--- config.mk ---
export PLATFORM = sky130hd
export DESIGN_NAME = arm7tdmi_multiplier
export DESIGN_NICKNAME = d
export VERILOG_FILES = /design/src/rtl/arm7tdmi_pkg.sv /design/src/rtl/arm7tdmi_mul_step.sv /design/src/rtl/arm7tdmi_multiplier.sv
export SDC_FILE = /design/constraint.sdc
export NUM_CORES = 1
export LEC_CHECK = 0
export ABC_CLOCK_PERIOD_IN_PS = 10300
export BUFFER_PORTS_ARGS = -buffer_cell sky130_fd_sc_hd__buf_2
export CAP_MARGIN = 5
export CORE_UTILIZATION = 30
export DETAILED_ROUTE_END_ITERATION = 8
export SYNTH_ARGS = -nofsm -noshare
export SYNTH_HDL_FRONTEND = slang
export SYNTH_SLANG_ARGS = --single-unit
--- constraint.sdc ---
create_clock -name clk -period 10.3 [get_ports clk]
set_input_delay 0.515 -clock clk [delete_from_list [all_inputs] [get_ports clk]]
set_output_delay 0.515 -clock clk [all_outputs]
set_load 0.01 [all_outputs]
--- src/rtl/arm7tdmi_pkg.sv ---
// arm7tdmi_pkg: shared encodings for the iterative multiplier.
package arm7tdmi_pkg;
   localparam int MUL_CHUNK_W = 8;
   typedef enum logic [2:0] {
      OP_MUL   = 3'b000,
      OP_MLA   = 3'b001,
      OP_UMULL = 3'b100,
      OP_UMLAL = 3'b101,
      OP_SMULL = 3'b110,
      OP_SMLAL = 3'b111
   } mul_op_t;
   typedef enum logic [1:0] {IDLE, CALC, DONE} mul_state_t;
endpackage

--- src/rtl/arm7tdmi_mul_step.sv ---
// arm7tdmi_mul_step: one Booth-free 8-bit multiply step folded into the 64-bit accumulator.
module arm7tdmi_mul_step
   import arm7tdmi_pkg::*;
(
   input  logic [63:0]            acc,
   input  logic [63:0]            rm_ext,
   input  logic [MUL_CHUNK_W-1:0] chunk,
   input  logic [1:0]             idx,
   input  logic                   chunk_signed,
   input  logic                   corr,
   output logic [63:0]            acc_next
);
   logic [63:0] prod;
   logic [5:0]  sh;
   always_comb begin
      sh = {1'b0, idx, 3'b000};
      // a signed chunk weighs its top bit at -2^7 instead of +2^7
      prod = rm_ext * {{(64-MUL_CHUNK_W){1'b0}}, chunk}
           - ((chunk_signed && chunk[MUL_CHUNK_W-1]) ? (rm_ext << MUL_CHUNK_W) : 64'd0);
      acc_next = acc + (prod << sh) - (corr ? (rm_ext << (sh + 6'd8)) : 64'd0);
   end
endmodule

--- src/rtl/arm7tdmi_multiplier.sv ---
// arm7tdmi_multiplier: iterative MUL/MLA/UMULL/UMLAL/SMULL/SMLAL, 8 Rs bits per cycle.
// Define ARM7_MUL_EARLY_TERM_EN to stop as soon as the remaining Rs bits are pure sign.
module arm7tdmi_multiplier
   import arm7tdmi_pkg::*;
#(
   parameter int MAX_STEPS = 4
) (
   input  logic        clk,
   input  logic        rst_n,
   input  logic        start,
   input  logic [2:0]  mul_op,
   input  logic [31:0] operand_rm,
   input  logic [31:0] operand_rs,
   input  logic [31:0] acc_hi,
   input  logic [31:0] acc_lo,
   output logic        busy,
   output logic        done,
   output logic [31:0] result_hi,
   output logic [31:0] result_lo,
   output logic        negative,
   output logic        zero
);
   mul_state_t             state;
   logic                   long_op, sgn, in_sgn, last, fin, corr, chunk_signed;
   logic [1:0]             idx;
   logic [31:0]            rs;
   logic [63:0]            rm_ext, acc, acc_next, acc_init;
   logic [MUL_CHUNK_W-1:0] chunk;
`ifdef ARM7_MUL_EARLY_TERM_EN
   logic [5:0]             rem_sh;
   logic [31:0]            rem;
`endif
   always_comb begin
      in_sgn = mul_op[1] | ~mul_op[2];
      acc_init = (mul_op == OP_MLA) ? {32'd0, acc_lo}
               : (mul_op == OP_UMLAL || mul_op == OP_SMLAL) ? {acc_hi, acc_lo} : 64'd0;
      last = idx == 2'(MAX_STEPS - 1);
      chunk = rs[{idx, 3'b000} +: MUL_CHUNK_W];
`ifdef ARM7_MUL_EARLY_TERM_EN
      rem_sh = {1'b0, idx, 3'b000} + 6'd8;
      rem = (rs >> rem_sh) | ((sgn && rs[31]) ? ~(32'hFFFF_FFFF >> rem_sh) : 32'd0);
      // all-ones remainder is -1 at this weight; correcting at step 3 too gives Rs its -2^32 sign weight
      corr = sgn && rem == '1;
      fin = last || rem == '0 || corr;
      chunk_signed = 1'b0;
`else
      corr = 1'b0;
      fin = last;
      chunk_signed = sgn && last;
`endif
   end
   arm7tdmi_mul_step u_step (
      .acc          (acc),
      .rm_ext       (rm_ext),
      .chunk        (chunk),
      .idx          (idx),
      .chunk_signed (chunk_signed),
      .corr         (corr),
      .acc_next     (acc_next)
   );
   always_ff @(posedge clk) begin
      if (!rst_n) begin
         state     <= IDLE;
         long_op   <= 1'b0;
         sgn       <= 1'b0;
         idx       <= 2'd0;
         rs        <= 32'd0;
         rm_ext    <= 64'd0;
         acc       <= 64'd0;
         busy      <= 1'b0;
         done      <= 1'b0;
         result_hi <= 32'd0;
         result_lo <= 32'd0;
         negative  <= 1'b0;
         zero      <= 1'b0;
      end else begin
         done <= 1'b0;
         if (state != CALC && start) begin
            state   <= CALC;
            long_op <= mul_op[2];
            sgn     <= in_sgn;
            idx     <= 2'd0;
            rs      <= operand_rs;
            rm_ext  <= in_sgn ? {{32{operand_rm[31]}}, operand_rm} : {32'd0, operand_rm};
            acc     <= acc_init;
            busy    <= 1'b1;
         end else if (state == CALC) begin
            acc <= acc_next;
            idx <= idx + 2'd1;
            if (fin) begin
               state     <= DONE;
               busy      <= 1'b0;
               done      <= 1'b1;
               result_lo <= acc_next[31:0];
               result_hi <= long_op ? acc_next[63:32] : 32'd0;
               negative  <= long_op ? acc_next[63] : acc_next[31];
               zero      <= long_op ? (acc_next == 64'd0) : (acc_next[31:0] == 32'd0);
            end
         end else begin
            state <= IDLE;
         end
      end
   end
endmodule

==> results of run 1 <==
-- cells in the final DEF (no fill, tap or decap), drive strengths merged, types with 25 or more instances in the layout --
cell,count
a21o,52
a21oi,294
a22o,27
a22oi,41
and2,173
buf,334
clkbuf,33
dfxtp,203
fa,249
ha,115
inv,316
mux2i,39
nand2,476
nand4,25
nor2,144
nor3,30
o21ai,93
o21bai,29
xnor2,54
xor2,40
-- logic make-up (layout without fill, tap and decap cells) --
| group | count (synthesis) | in the layout |
|---|---|---|
| simple gates | 942 | 942 |
| compound gates | 693 | 693 |
| buf+inv | 490 | 692 |
| fa+ha+maj | 364 | 364 |
| flops | 203 | 203 |
| xor+xnor | 94 | 94 |
| mux | 50 | 50 |
| other cells | 0 | 1 |
-- timing repair --
item | 4_1_cts | 5_1_grt
resized for setup | 0 | 30
setup buffers | 0 | 15
endpoints found under the setup margin | 0 | 3
-- power by group through the flow --
stage	Clock (W)	Combinational, W	Sequential, W
after floorplan	0	0.00382	0.000958
after global placement	0	0.00590	0.00104
after detailed placement	0	0.00586	0.00104
after CTS	0.00102	0.00590	0.00102
after global routing	0.00105	0.00660	0.00103
final	0.000999	0.00611	0.00102
-- worst max-delay path: cells and delay by family (launching register included) --
| family | cells | cell delay (ns) |
|---|---|---|
| AND/OR/NAND/NOR | 10 | 2.98 |
| multiplexers | 3 | 1.16 |
| adder cells (fa/ha/maj) | 6 | 2.74 |
| AO/OA/AOI/OAI | 9 | 1.76 |
| flip-flops | 1 | 0.40 |
| XOR/XNOR | 2 | 0.39 |
| buffers and inverters | 4 | 0.49 |
-- per-stage QoR --
stage	hold slack [ns]	total power, W	area, um2	setup TNS (ns)
after global placement	0.4413	0.006942	25070	0
after detailed placement	0.4408	0.006891	25070	0
after CTS	0.1284	0.007940	25960	0
final	0.1495	0.008129	26190	0
after floorplan	0.4319	0.004773	22610	0
after global routing	0.1539	0.008675	26190	-0.09830
-- state kept, by name (all words and copies together) (netlist names), 2 cells and up --
register / flops
acc: 64
result_lo: 32
rs: 32
result_hi: 32
rm_ext: 33
state: 2
idx: 2
-- layout make-up --
cell class	instances	area (um2)	share of cell area [%]
multi-input combinational	2143	16790	64.10
sequential	203	4069	15.54
tap	969	1212	4.629
clock buffer	33	695.7	2.656
inverter	312	1176	4.491
clock inverter	13	201.4	0.7691
antenna	1	2.502	0.009554
timing repair buffer	334	2046	7.811
-- path summary, 6_finish.rpt --
path | slack, ns | depth (start not counted) | to | from
setup / recovery | 0.32 | 34 | zero$_SDFFE_PN0P_ | idx[0]$_SDFFE_PP0P_
hold / removal | 0.15 | 3 | acc[34]$_SDFFE_PN0P_ | acc_hi[2]
setup reg to reg | 0.32 | 34 | zero$_SDFFE_PN0P_ | idx[0]$_SDFFE_PP0P_
hold reg to reg | 0.45 | 2 | result_lo[22]$_SDFFE_PN0P_ | result_lo[22]$_SDFFE_PN0P_
-- metal layers --
| metal | track usage (%) | vias to the layer above | wire (um) |
|---|---|---|---|
| met5 | 0 | - | 0 |
| met4 | 3.696 | 0 | 1562 |
| met3 | 3.507 | 79 | 5557 |
| met2 | 31.05 | 712 | 34140 |
| met1 | 29.16 | 10010 | 36290 |
| li1 | - | 9826 | - |
==> flow_summary.html, run 1 <==
<table>
<tr><th>Metric</th><th>Value</th></tr>
<tr><th colspan="2">Run status</th></tr>
<tr><td>Run status</td><td>finished, final reports clean</td></tr>
<tr><th colspan="2">Layout</th></tr>
<tr><td>Fraction of layout instances using a drive strength above 1</td><td>14.68%</td></tr>
<tr><td>Total of fill cells in the finished design</td><td>7,792</td></tr>
<tr><td>Fin nets</td><td>3,517</td></tr>
<tr><td>Util after Layout</td><td>35.18%</td></tr>
<tr><td>Non-filler instance count after layout</td><td>4,008</td></tr>
<tr><td>Layout area overhead</td><td>15.84%</td></tr>
<tr><th colspan="2">Worst setup path</th></tr>
<tr><td>Capturing element type of the critical path</td><td>register</td></tr>
<tr><td>Slowest cell on the critical path</td><td>mux4_2</td></tr>
<tr><td>Launching element type of the critical path</td><td>register</td></tr>
<tr><td>Worst Path Class, Setup</td><td>register to register</td></tr>
<tr><td>Delay contributed by the slowest stage of the critical path</td><td>0.67 ns</td></tr>
<tr><td>Arrival time reported for the critical path endpoint</td><td>10.51 ns</td></tr>
<tr><td>Critical-path maximum fanout</td><td>8</td></tr>
<tr><td>Most frequent cell on the critical path</td><td>fa_1</td></tr>
<tr><td>Data required time of the worst path</td><td>10.82 ns</td></tr>
<tr><th colspan="2">Synth</th></tr>
<tr><td>Library cells used by synthesis</td><td>79</td></tr>
<tr><td>Nets in the synthesized netlist</td><td>3,334</td></tr>
<tr><td>Synth top cells by count</td><td>nand2_1 (476), inv_1 (310), a21oi_1 (288)</td></tr>
<tr><td>Register bit total from synthesis</td><td>203</td></tr>
<tr><td>Share of synthesized registers carrying an async set or reset</td><td>0%</td></tr>
<tr><td>Cell area after technology mapping</td><td>22,610 um2</td></tr>
<tr><td>Mux contribution to synthesized area</td><td>2.673%</td></tr>
<tr><td>Most numerous cell in the Yosys netlist</td><td>nand2_1</td></tr>
<tr><td>Portion of the post-synthesis area used by sequential elements</td><td>17.97%</td></tr>
<tr><td>Dominant register cell in the synthesized netlist</td><td>dfxtp_1</td></tr>
<tr><td>Top cells by area, synth</td><td>fa_1 (22%), dfxtp_1 (18%), nand2_1 (7.9%)</td></tr>
<tr><td>Synth Area in Compound Gates</td><td>19.83%</td></tr>
<tr><td>Most area-hungry cell type in the Yosys netlist</td><td>fa_1</td></tr>
<tr><td>Synth Area in Simple Gates</td><td>19.16%</td></tr>
<tr><td>Area fraction of the dominant cell type after synthesis</td><td>22.05%</td></tr>
<tr><td>Xor and xnor fraction of the mapped netlist area</td><td>3.641%</td></tr>
<tr><td>Yosys warnings</td><td>0</td></tr>
<tr><td>Number of standard cells after synthesis</td><td>2,836</td></tr>
<tr><td>Dominant combinational cell family by area after synthesis</td><td>adder cells</td></tr>
<tr><td>Number of enable flip-flop cells after synthesis</td><td>0</td></tr>
<tr><td>Avg Inst Size Synth</td><td>7.972 um2</td></tr>
<tr><td>Adder-Cell Fraction of Synth Area</td><td>28.41%</td></tr>
<tr><th colspan="2">Route</th></tr>
<tr><td>Number of routed nets with antenna violations</td><td>0</td></tr>
<tr><td>Detailed-route vias per instance</td><td>5.146</td></tr>
<tr><td>DR iter-0 viols</td><td>1,560</td></tr>
<tr><td>Pre-Repair DR Iteration Count</td><td>5</td></tr>
<tr><td>Routed Wire Length</td><td>77,540 um</td></tr>
<tr><td>Via count</td><td>20,630</td></tr>
<tr><td>WL/cell</td><td>19.35 um</td></tr>
<tr><td>Remaining design rule violation count</td><td>0</td></tr>
<tr><th colspan="2">STA</th></tr>
<tr><td>Final Slew Violations</td><td>0</td></tr>
<tr><td>Highest attainable clock frequency</td><td>100.2 MHz</td></tr>
<tr><td>Slew at the pin with the worst max-slew slack</td><td>0.8680 ns</td></tr>
<tr><td>Final Hold Violating Endpoints</td><td>0</td></tr>
<tr><td>Final critical-path required period</td><td>9.985 ns</td></tr>
<tr><td>Final Cycle Share</td><td>96.94%</td></tr>
<tr><td>Clock skew</td><td>0.03275 ns</td></tr>
<tr><td>Endpoints failing setup</td><td>0</td></tr>
<tr><td>Normalized max-slew margin</td><td>42.14%</td></tr>
<tr><td>Worst setup margin</td><td>0.3152 ns</td></tr>
<tr><th colspan="2">Power</th></tr>
<tr><td>Sw frac</td><td>52.76%</td></tr>
<tr><td>Power dissipated by switching net loads</td><td>0.004288 W</td></tr>
<tr><td>Portion of total power attributed to combinational logic</td><td>75.1%</td></tr>
<tr><td>Leakage component of the power</td><td>12.12 nW</td></tr>
<tr><td>Sequential fraction of design power</td><td>12.6%</td></tr>
<tr><td>Worst VDD drop</td><td>0.1776 mV</td></tr>
<tr><td>Ratio of total power to cell area</td><td>310.4 nW/um2</td></tr>
<tr><td>Internal</td><td>0.003840 W</td></tr>
<tr><td>Proportion of power drawn by the clock network</td><td>12.3%</td></tr>
<tr><th colspan="2">GRT</th></tr>
<tr><td>Global-route wire length before repair</td><td>121,400 um</td></tr>
<tr><td>Sum of overflow across all layers after global routing</td><td>0</td></tr>
<tr><td>Gr usage total</td><td>20.06%</td></tr>
<tr><td>Largest net degree at the start of global routing</td><td>101</td></tr>
<tr><td>Initial antenna violation count</td><td>0</td></tr>
<tr><td>Via count of the first global-routing pass</td><td>20,400</td></tr>
<tr><th colspan="2">Placed design</th></tr>
<tr><td>Port buffer count</td><td>201</td></tr>
<tr><td>Sum of net half-perimeters after detailed placement</td><td>61,720 um</td></tr>
<tr><td>Number of placed instances with taps included</td><td>3,946</td></tr>
<tr><td>Placer's final routability congestion estimate</td><td>0.9622</td></tr>
<tr><td>Post-place setup slack</td><td>0.2192 ns</td></tr>
<tr><th colspan="2">Hold path</th></tr>
<tr><td>Kind of path behind the tightest hold check</td><td>primary input to register</td></tr>
<tr><th colspan="2">Clock network</th></tr>
<tr><td>Clk_lat worst skew</td><td>0.60 ns</td></tr>
<tr><td>Clock buffers created by TritonCTS</td><td>25</td></tr>
<tr><td>Maximum root-to-sink buffer count</td><td>3</td></tr>
<tr><td>CTS tree</td><td>built</td></tr>
<tr><td>Number of hold buffers added after CTS</td><td>0</td></tr>
<tr><td>Clock edge transition at the registers on the reported setup and hold paths</td><td>0.08 ns</td></tr>
<tr><td>Clock net sink count</td><td>203</td></tr>
<tr><td>Maximum level of the CTS H-tree</td><td>1</td></tr>
<tr><td>Cell chosen for the clock root</td><td>clkbuf_16</td></tr>
<tr><th colspan="2">Die</th></tr>
<tr><td>Die width</td><td>276.5 um</td></tr>
<tr><td>Die area</td><td>76,470 um2</td></tr>
<tr><td>Die span in y</td><td>276.5 um</td></tr>
<tr><td>Number of standard-cell rows in the floorplan</td><td>100</td></tr>
<tr><td>Number of top-level pins</td><td>202</td></tr>
<tr><td>Initial standard-cell utilization of the core</td><td>30.37%</td></tr>
<tr><td>Standard cell core area</td><td>74,450 um2</td></tr>
<tr><th colspan="2">Run</th></tr>
<tr><td>Number of max-cap violations</td><td>0</td></tr>
</table>
(Power assumes the default switching activity.)
==> run 2, diff against run 1 <==
- ABC_CLOCK_PERIOD_IN_PS: 10300 -> 12600
- clock period: 10.3 -> 12.6 ns (I/O delays scaled with it)
==> flow_summary.html, run 2 (synthesis gave the netlist of run 1 again) <==
<table>
<tr><th>Metric</th><th>Value</th></tr>
<tr><th colspan="2">Run status</th></tr>
<tr><td>Run status</td><td>finished, final reports clean</td></tr>
<tr><th colspan="2">GRT</th></tr>
<tr><td>Via count of the first global-routing pass</td><td>19,970</td></tr>
<tr><td>Global-route wire length before repair</td><td>119,400 um</td></tr>
<tr><td>Largest net degree at the start of global routing</td><td>107</td></tr>
<tr><td>Gr usage total</td><td>19.68%</td></tr>
<tr><td>Sum of overflow across all layers after global routing</td><td>0</td></tr>
<tr><td>Initial antenna violation count</td><td>2</td></tr>
<tr><th colspan="2">Die</th></tr>
<tr><td>Die span in y</td><td>276.5 um</td></tr>
<tr><td>Die width</td><td>276.5 um</td></tr>
<tr><td>Number of standard-cell rows in the floorplan</td><td>100</td></tr>
<tr><td>Die area</td><td>76,470 um2</td></tr>
<tr><td>Standard cell core area</td><td>74,450 um2</td></tr>
<tr><td>Initial standard-cell utilization of the core</td><td>30.37%</td></tr>
<tr><td>Number of top-level pins</td><td>202</td></tr>
<tr><th colspan="2">Layout</th></tr>
<tr><td>Largest register FFs</td><td>64</td></tr>
<tr><td>Non-filler instance count after layout</td><td>3,895</td></tr>
<tr><td>Total area of sequential cells</td><td>4066 um2</td></tr>
<tr><td>Fin nets</td><td>3,404</td></tr>
<tr><td>Fraction of layout instances using a drive strength above 1</td><td>10.83%</td></tr>
<tr><td>Footprint of the multi-input gates</td><td>16,710 um2</td></tr>
<tr><td>Most flop-heavy register</td><td>acc</td></tr>
<tr><td>Most common cell after layout, fill and taps aside</td><td>nand2_1</td></tr>
<tr><td>Layout area overhead</td><td>11.70%</td></tr>
<tr><td>Antenna cells</td><td>0</td></tr>
<tr><td>Largest registers ranked by flip-flop count</td><td>acc (64), rm_ext (33)</td></tr>
<tr><td>Total of fill cells in the finished design</td><td>7,943</td></tr>
<tr><td>Leading cell types in the layout, fill and taps excluded</td><td>nand2_1 (475), inv_1 (309), a21oi_1 (287), fa_1 (249)</td></tr>
<tr><th colspan="2">Clock network</th></tr>
<tr><td>Number of hold buffers added after CTS</td><td>0</td></tr>
<tr><td>Count of cells resized by post-cts repair</td><td>0</td></tr>
<tr><td>Cell chosen for the clock root</td><td>clkbuf_16</td></tr>
<tr><td>CTS tree</td><td>built</td></tr>
<tr><td>Clock edge transition at the registers on the reported setup and hold paths</td><td>0.07 ns</td></tr>
<tr><td>Number of setup buffers added after CTS</td><td>0</td></tr>
<tr><td>Clk_lat worst skew</td><td>0.60 ns</td></tr>
<tr><td>Clock net sink count</td><td>203</td></tr>
<tr><td>Maximum level of the CTS H-tree</td><td>1</td></tr>
<tr><td>Clock buffers created by TritonCTS</td><td>26</td></tr>
<tr><td>Maximum root-to-sink buffer count</td><td>3</td></tr>
<tr><th colspan="2">STA</th></tr>
<tr><td>Final Cycle Share</td><td>92.55%</td></tr>
<tr><td>Normalized max-slew margin</td><td>42.34%</td></tr>
<tr><td>Clock skew</td><td>0.04022 ns</td></tr>
<tr><td>Setup repair after global routing missed its margin</td><td>false</td></tr>
<tr><td>Worst hold slack</td><td>0.2647 ns</td></tr>
<tr><td>Setup_tns</td><td>0 ns</td></tr>
<tr><td>Final critical-path required period</td><td>11.66 ns</td></tr>
<tr><td>Highest attainable clock frequency</td><td>85.75 MHz</td></tr>
<tr><td>Final Hold Violating Endpoints</td><td>0</td></tr>
<tr><td>Final Slew Violations</td><td>0</td></tr>
<tr><td>Endpoints failing setup</td><td>0</td></tr>
<tr><td>Slew at the pin with the worst max-slew slack</td><td>0.8649 ns</td></tr>
<tr><th colspan="2">Worst setup path</th></tr>
<tr><td>Family of cells with the greatest summed delay on the critical path</td><td>simple AND/OR/NAND/NOR gates</td></tr>
<tr><td>Data required time of the worst path</td><td>13.13 ns</td></tr>
<tr><td>Arrival time reported for the critical path endpoint</td><td>12.19 ns</td></tr>
<tr><td>Most frequent cell on the critical path</td><td>fa_1</td></tr>
<tr><td>Launching element type of the critical path</td><td>register</td></tr>
<tr><td>Capturing element type of the critical path</td><td>register</td></tr>
<tr><td>WP buf/inv</td><td>3</td></tr>
<tr><td>Delay contributed by the slowest stage of the critical path</td><td>0.84 ns</td></tr>
<tr><td>Critical-path maximum fanout</td><td>39</td></tr>
<tr><td>Slowest cell on the critical path</td><td>dfxtp_2</td></tr>
<tr><td>Worst Path Class, Setup</td><td>register to register</td></tr>
<tr><th colspan="2">Hold path</th></tr>
<tr><td>Kind of path behind the tightest hold check</td><td>primary input to register</td></tr>
<tr><th colspan="2">Route</th></tr>
<tr><td>Remaining design rule violation count</td><td>0</td></tr>
<tr><td>Pre-Repair DR Iteration Count</td><td>5</td></tr>
<tr><td>Via count</td><td>20,390</td></tr>
<tr><td>Number of routed nets with antenna violations</td><td>0</td></tr>
<tr><td>DR iter-0 viols</td><td>1,445</td></tr>
<tr><td>Detailed-route vias per instance</td><td>5.234</td></tr>
<tr><td>Routed Wire Length</td><td>75,940 um</td></tr>
<tr><td>WL/cell</td><td>19.50 um</td></tr>
<tr><th colspan="2">Placed design</th></tr>
<tr><td>Sum of net half-perimeters after detailed placement</td><td>59,270 um</td></tr>
<tr><td>Placer's final routability congestion estimate</td><td>0.9593</td></tr>
<tr><td>Number of placed instances with taps included</td><td>3,847</td></tr>
<tr><td>Port buffer count</td><td>201</td></tr>
<tr><th colspan="2">Run</th></tr>
<tr><td>Number of max-cap violations</td><td>0</td></tr>
<tr><th colspan="2">Power</th></tr>
<tr><td>Leakage component of the power</td><td>11.56 nW</td></tr>
<tr><td>Ratio of total power to cell area</td><td>243.7 nW/um2</td></tr>
<tr><td>Worst VDD drop</td><td>0.1585 mV</td></tr>
<tr><td>Post-layout total power</td><td>0.006155 W</td></tr>
</table>
==> run 2: power breakdown <==
group | total (W) | internal (W) | switching [W]
Combinational | 0.00448 | 0.00151 | 0.00297
Clock | 0.000837 | 0.000482 | 0.000355
Sequential | 0.000840 | 0.000734 | 0.000107
==> run 2: tightest hold or removal path, stage by stage <==
cell     delay (ns)
buf_2          0.09
nand2_1        0.04
a21oi_1        0.05
==> run 2: routing by layer <==
metal,part of all wire (%),global-route usage [%],vias to the layer above
li1,-,-,9601
met1,46,28.57,9941
met2,44,30.49,756
met3,7.2,2.907,90
met4,2.2,4.584,0
met5,0,0,-
==> run 2: cell type report <==
type,count,share of cell area [%]
Inverter,312,4.657
Timing Repair Buffer,220,4.548
Clock buffer,29,2.700
Tap cell,969,4.801
Clock inverter,19,1.045
Sequential cell,203,16.10
Multi-Input combinational cell,2143,66.15
==> run 2: worst paths after layout <==
path	startpoint	endpoint	slack, ns	depth (start not counted)
setup / recovery	idx[1]$_SDFFE_PP0P_	zero$_SDFFE_PN0P_	0.94	34
hold / removal	acc_hi[7]	acc[39]$_SDFFE_PN0P_	0.26	3
setup reg to reg	idx[1]$_SDFFE_PP0P_	zero$_SDFFE_PN0P_	0.94	34
hold reg to reg	result_lo[18]$_SDFFE_PN0P_	result_lo[18]$_SDFFE_PN0P_	0.45	2
==> run 2: per-stage QoR <==
stage / area [um2] / worst slack [ns] / util (%)
2_1_floorplan: 22610 / 2.805 / -
3_3_place_gp: 24310 / 1.110 / 32.65
3_5_place_dp: 24310 / 1.156 / 32.65
4_1_cts: 25260 / 1.077 / 33.92
5_1_grt: 25260 / 0.3566 / 33.92
6_report: 25260 / 0.9385 / 33.92
==> run 3, diff against run 2 <==
- CELL_PAD_IN_SITES_DETAIL_PLACEMENT: unset -> 1
- CELL_PAD_IN_SITES_GLOBAL_PLACEMENT: unset -> 2
- PLACE_DENSITY_LB_ADDON: unset -> 0.1
==> flow_summary.html, run 3 (synthesis gave the netlist of run 1 again) <==
<table>
<tr><th>Metric</th><th>Value</th></tr>
<tr><th colspan="2">Worst setup path</th></tr>
<tr><td>Arrival time reported for the critical path endpoint</td><td>12.00 ns</td></tr>
<tr><td>Slowest cell on the critical path</td><td>mux4_2</td></tr>
<tr><td>WP buf/inv</td><td>2</td></tr>
<tr><td>Reg2Reg Setup Slack</td><td>1.11 ns</td></tr>
<tr><td>Data required time of the worst path</td><td>13.12 ns</td></tr>
<tr><td>Launching element type of the critical path</td><td>register</td></tr>
<tr><td>Family of cells with the greatest summed delay on the critical path</td><td>compound AO/OA/AOI/OAI gates</td></tr>
<tr><td>Worst R2R Start</td><td>idx[0]$_SDFFE_PP0P_</td></tr>
<tr><td>R2r worst-path depth</td><td>32</td></tr>
<tr><td>Delay contributed by the slowest stage of the critical path</td><td>0.83 ns</td></tr>
<tr><td>Capture point of the worst reg-to-reg path</td><td>zero$_SDFFE_PN0P_</td></tr>
<tr><td>Capturing element type of the critical path</td><td>register</td></tr>
<tr><td>Worst Path Class, Setup</td><td>register to register</td></tr>
<tr><td>Critical-path maximum fanout</td><td>34</td></tr>
<tr><th colspan="2">Hold path</th></tr>
<tr><td>Hold Startpoint</td><td>operand_rs[4]</td></tr>
<tr><td>Kind of path behind the tightest hold check</td><td>primary input to register</td></tr>
<tr><td>WHS Endpoint</td><td>rs[4]$_SDFFE_PN0P_</td></tr>
<tr><td>Instance count along the most critical hold path</td><td>3</td></tr>
<tr><th colspan="2">STA</th></tr>
<tr><td>Normalized max-slew margin</td><td>20.31%</td></tr>
<tr><td>Final Cycle Share</td><td>91.16%</td></tr>
<tr><td>Setup repair after global routing missed its margin</td><td>false</td></tr>
<tr><td>Final critical-path required period</td><td>11.49 ns</td></tr>
<tr><td>Final Slew Violations</td><td>0</td></tr>
<tr><td>Highest attainable clock frequency</td><td>87.06 MHz</td></tr>
<tr><td>Slew at the pin with the worst max-slew slack</td><td>1.187 ns</td></tr>
<tr><td>Endpoints failing setup</td><td>0</td></tr>
<tr><td>Clock skew</td><td>0.03248 ns</td></tr>
<tr><td>Final Hold Violating Endpoints</td><td>0</td></tr>
<tr><td>Setup_tns</td><td>0 ns</td></tr>
<tr><th colspan="2">Layout</th></tr>
<tr><td>Total area of sequential cells</td><td>4066 um2</td></tr>
<tr><td>Leading cell types in the layout, fill and taps excluded</td><td>nand2_1 (475), inv_1 (309), a21oi_1 (287), fa_1 (249)</td></tr>
<tr><td>Largest registers ranked by flip-flop count</td><td>acc (64), rm_ext (33)</td></tr>
<tr><td>Footprint of the multi-input gates</td><td>16,710 um2</td></tr>
<tr><td>Total of fill cells in the finished design</td><td>8,924</td></tr>
<tr><td>Largest register FFs</td><td>64</td></tr>
<tr><td>Most common cell after layout, fill and taps aside</td><td>nand2_1</td></tr>
<tr><td>Layout area overhead</td><td>11.77%</td></tr>
<tr><td>Post-layout instance area</td><td>25,270 um2</td></tr>
<tr><td>Most flop-heavy register</td><td>acc</td></tr>
<tr><td>Fraction of layout instances using a drive strength above 1</td><td>10.80%</td></tr>
<tr><td>Fin nets</td><td>3,414</td></tr>
<tr><th colspan="2">Power</th></tr>
<tr><td>Sw frac</td><td>56.72%</td></tr>
<tr><td>Leakage component of the power</td><td>11.58 nW</td></tr>
<tr><td>Proportion of power drawn by the clock network</td><td>12.7%</td></tr>
<tr><td>Ratio of total power to cell area</td><td>250.1 nW/um2</td></tr>
<tr><td>Portion of total power attributed to combinational logic</td><td>73.9%</td></tr>
<tr><td>Power dissipated by switching net loads</td><td>0.003585 W</td></tr>
<tr><td>Worst VDD drop</td><td>0.1431 mV</td></tr>
<tr><td>Sequential fraction of design power</td><td>13.3%</td></tr>
<tr><td>Internal</td><td>0.002735 W</td></tr>
<tr><th colspan="2">GRT</th></tr>
<tr><td>Largest net degree at the start of global routing</td><td>101</td></tr>
<tr><td>Global-route wire length before repair</td><td>134,600 um</td></tr>
<tr><td>Sum of overflow across all layers after global routing</td><td>0</td></tr>
<tr><td>Gr usage total</td><td>22.59%</td></tr>
<tr><td>Initial antenna violation count</td><td>3</td></tr>
<tr><td>Via count of the first global-routing pass</td><td>21,960</td></tr>
<tr><th colspan="2">Route</th></tr>
<tr><td>Remaining design rule violation count</td><td>0</td></tr>
<tr><td>Via count</td><td>20,190</td></tr>
<tr><td>Routed Wire Length</td><td>86,040 um</td></tr>
<tr><td>Detailed-route vias per instance</td><td>5.171</td></tr>
<tr><td>Pre-Repair DR Iteration Count</td><td>5</td></tr>
<tr><td>DR iter-0 viols</td><td>936</td></tr>
<tr><td>Number of routed nets with antenna violations</td><td>0</td></tr>
<tr><td>WL/cell</td><td>22.03 um</td></tr>
<tr><th colspan="2">Run status</th></tr>
<tr><td>Run status</td><td>finished, final reports clean</td></tr>
<tr><th colspan="2">Placed design</th></tr>
<tr><td>Placed cell areas</td><td>24,380 um2</td></tr>
<tr><td>Placer's final routability congestion estimate</td><td>0.8909</td></tr>
<tr><td>Sum of net half-perimeters after detailed placement</td><td>69,000 um</td></tr>
<tr><td>Port buffer count</td><td>201</td></tr>
<tr><th colspan="2">Clock network</th></tr>
<tr><td>Maximum root-to-sink buffer count</td><td>3</td></tr>
<tr><td>Clock edge transition at the registers on the reported setup and hold paths</td><td>0.06 ns</td></tr>
<tr><td>Clock net sink count</td><td>203</td></tr>
<tr><td>Number of setup buffers added after CTS</td><td>0</td></tr>
<tr><td>Count of cells resized by post-cts repair</td><td>0</td></tr>
<tr><td>Clk_lat worst skew</td><td>0.61 ns</td></tr>
<tr><td>Cell chosen for the clock root</td><td>clkbuf_16</td></tr>
<tr><td>Number of hold buffers added after CTS</td><td>0</td></tr>
<tr><td>CTS tree</td><td>built</td></tr>
<tr><td>Clock buffers created by TritonCTS</td><td>27</td></tr>
<tr><td>Maximum level of the CTS H-tree</td><td>1</td></tr>
<tr><th colspan="2">Die</th></tr>
<tr><td>Die width</td><td>276.5 um</td></tr>
<tr><td>Initial standard-cell utilization of the core</td><td>30.37%</td></tr>
<tr><td>Standard cell core area</td><td>74,450 um2</td></tr>
<tr><td>Number of standard-cell rows in the floorplan</td><td>100</td></tr>
<tr><td>Die span in y</td><td>276.5 um</td></tr>
<tr><td>Number of top-level pins</td><td>202</td></tr>
<tr><td>Die area</td><td>76,470 um2</td></tr>
<tr><th colspan="2">Run</th></tr>
<tr><td>Number of max-cap violations</td><td>0</td></tr>
</table>
-- run 3: area by class of cell --
type / count / area share [%]
multi-input cells: 2143 / 66.11
flip-flops and latches: 203 / 16.09
repair buffers: 229 / 4.813
well taps: 969 / 4.798
inverters: 312 / 4.654
clock buffers: 42 / 3.134
clock inverters: 5 / 0.3812
diodes: 2 / 0.01980
-- run 3: per-stage QoR --
step                utilization, %  setup slack, ns  power [W]  hold slack (ns)  std cells
finish                       33.94            1.114   0.006320           0.2564       3905
global route                 33.94           0.5173   0.006797           0.2472       3903
CTS                          33.94            1.084   0.006354           0.2144       3903
detailed placement           32.74            1.153   0.005490           0.4469       3856
global placement             32.74            1.245   0.005489           0.4419       3856
floorplan                        -            2.805   0.003902           0.4319       2836
-- run 3: power groups by stage --
stage          combinational (W)  sequential [W]  clock [W]
2_1_floorplan            0.00312        0.000783          0
3_3_place_gp             0.00463        0.000856          0
3_5_place_dp             0.00464        0.000854          0
4_1_cts                  0.00467        0.000841   0.000840
5_1_grt                  0.00509        0.000849   0.000858
6_report                 0.00467        0.000842   0.000805
-- run 3: worst max path at each step --
stage | slack [ns] | from | depth (start not counted) | endpoint
final | 1.11 | idx[0]$_SDFFE_PP0P_ | 32 | zero$_SDFFE_PN0P_
after global routing | 0.52 | idx[0]$_SDFFE_PP0P_ | 34 | zero$_SDFFE_PN0P_
after CTS | 1.08 | idx[0]$_SDFFE_PP0P_ | 31 | zero$_SDFFE_PN0P_
after detailed placement | 1.15 | idx[0]$_SDFFE_PP0P_ | 32 | zero$_SDFFE_PN0P_
after global placement | 1.25 | idx[0]$_SDFFE_PP0P_ | 33 | zero$_SDFFE_PN0P_
after floorplan | 2.80 | idx[0]$_SDFFE_PP0P_ | 37 | zero$_SDFFE_PN0P_
-- run 3: tightest hold or removal path: cells and delay by family --
kind | cells | cell delay, ns
AND/OR/NAND/NOR | 1 | 0.05
AO/OA/AOI/OAI | 1 | 0.05
buffers and inverters | 1 | 0.09
-- run 3: metal layers --
metal	track usage, %	routed length (um)	vias up
met5	0	0	-
met4	5.042	1985	0
met1	31.02	40640	10160
met2	37.91	40510	353
met3	2.501	2908	79
li1	-	-	9599
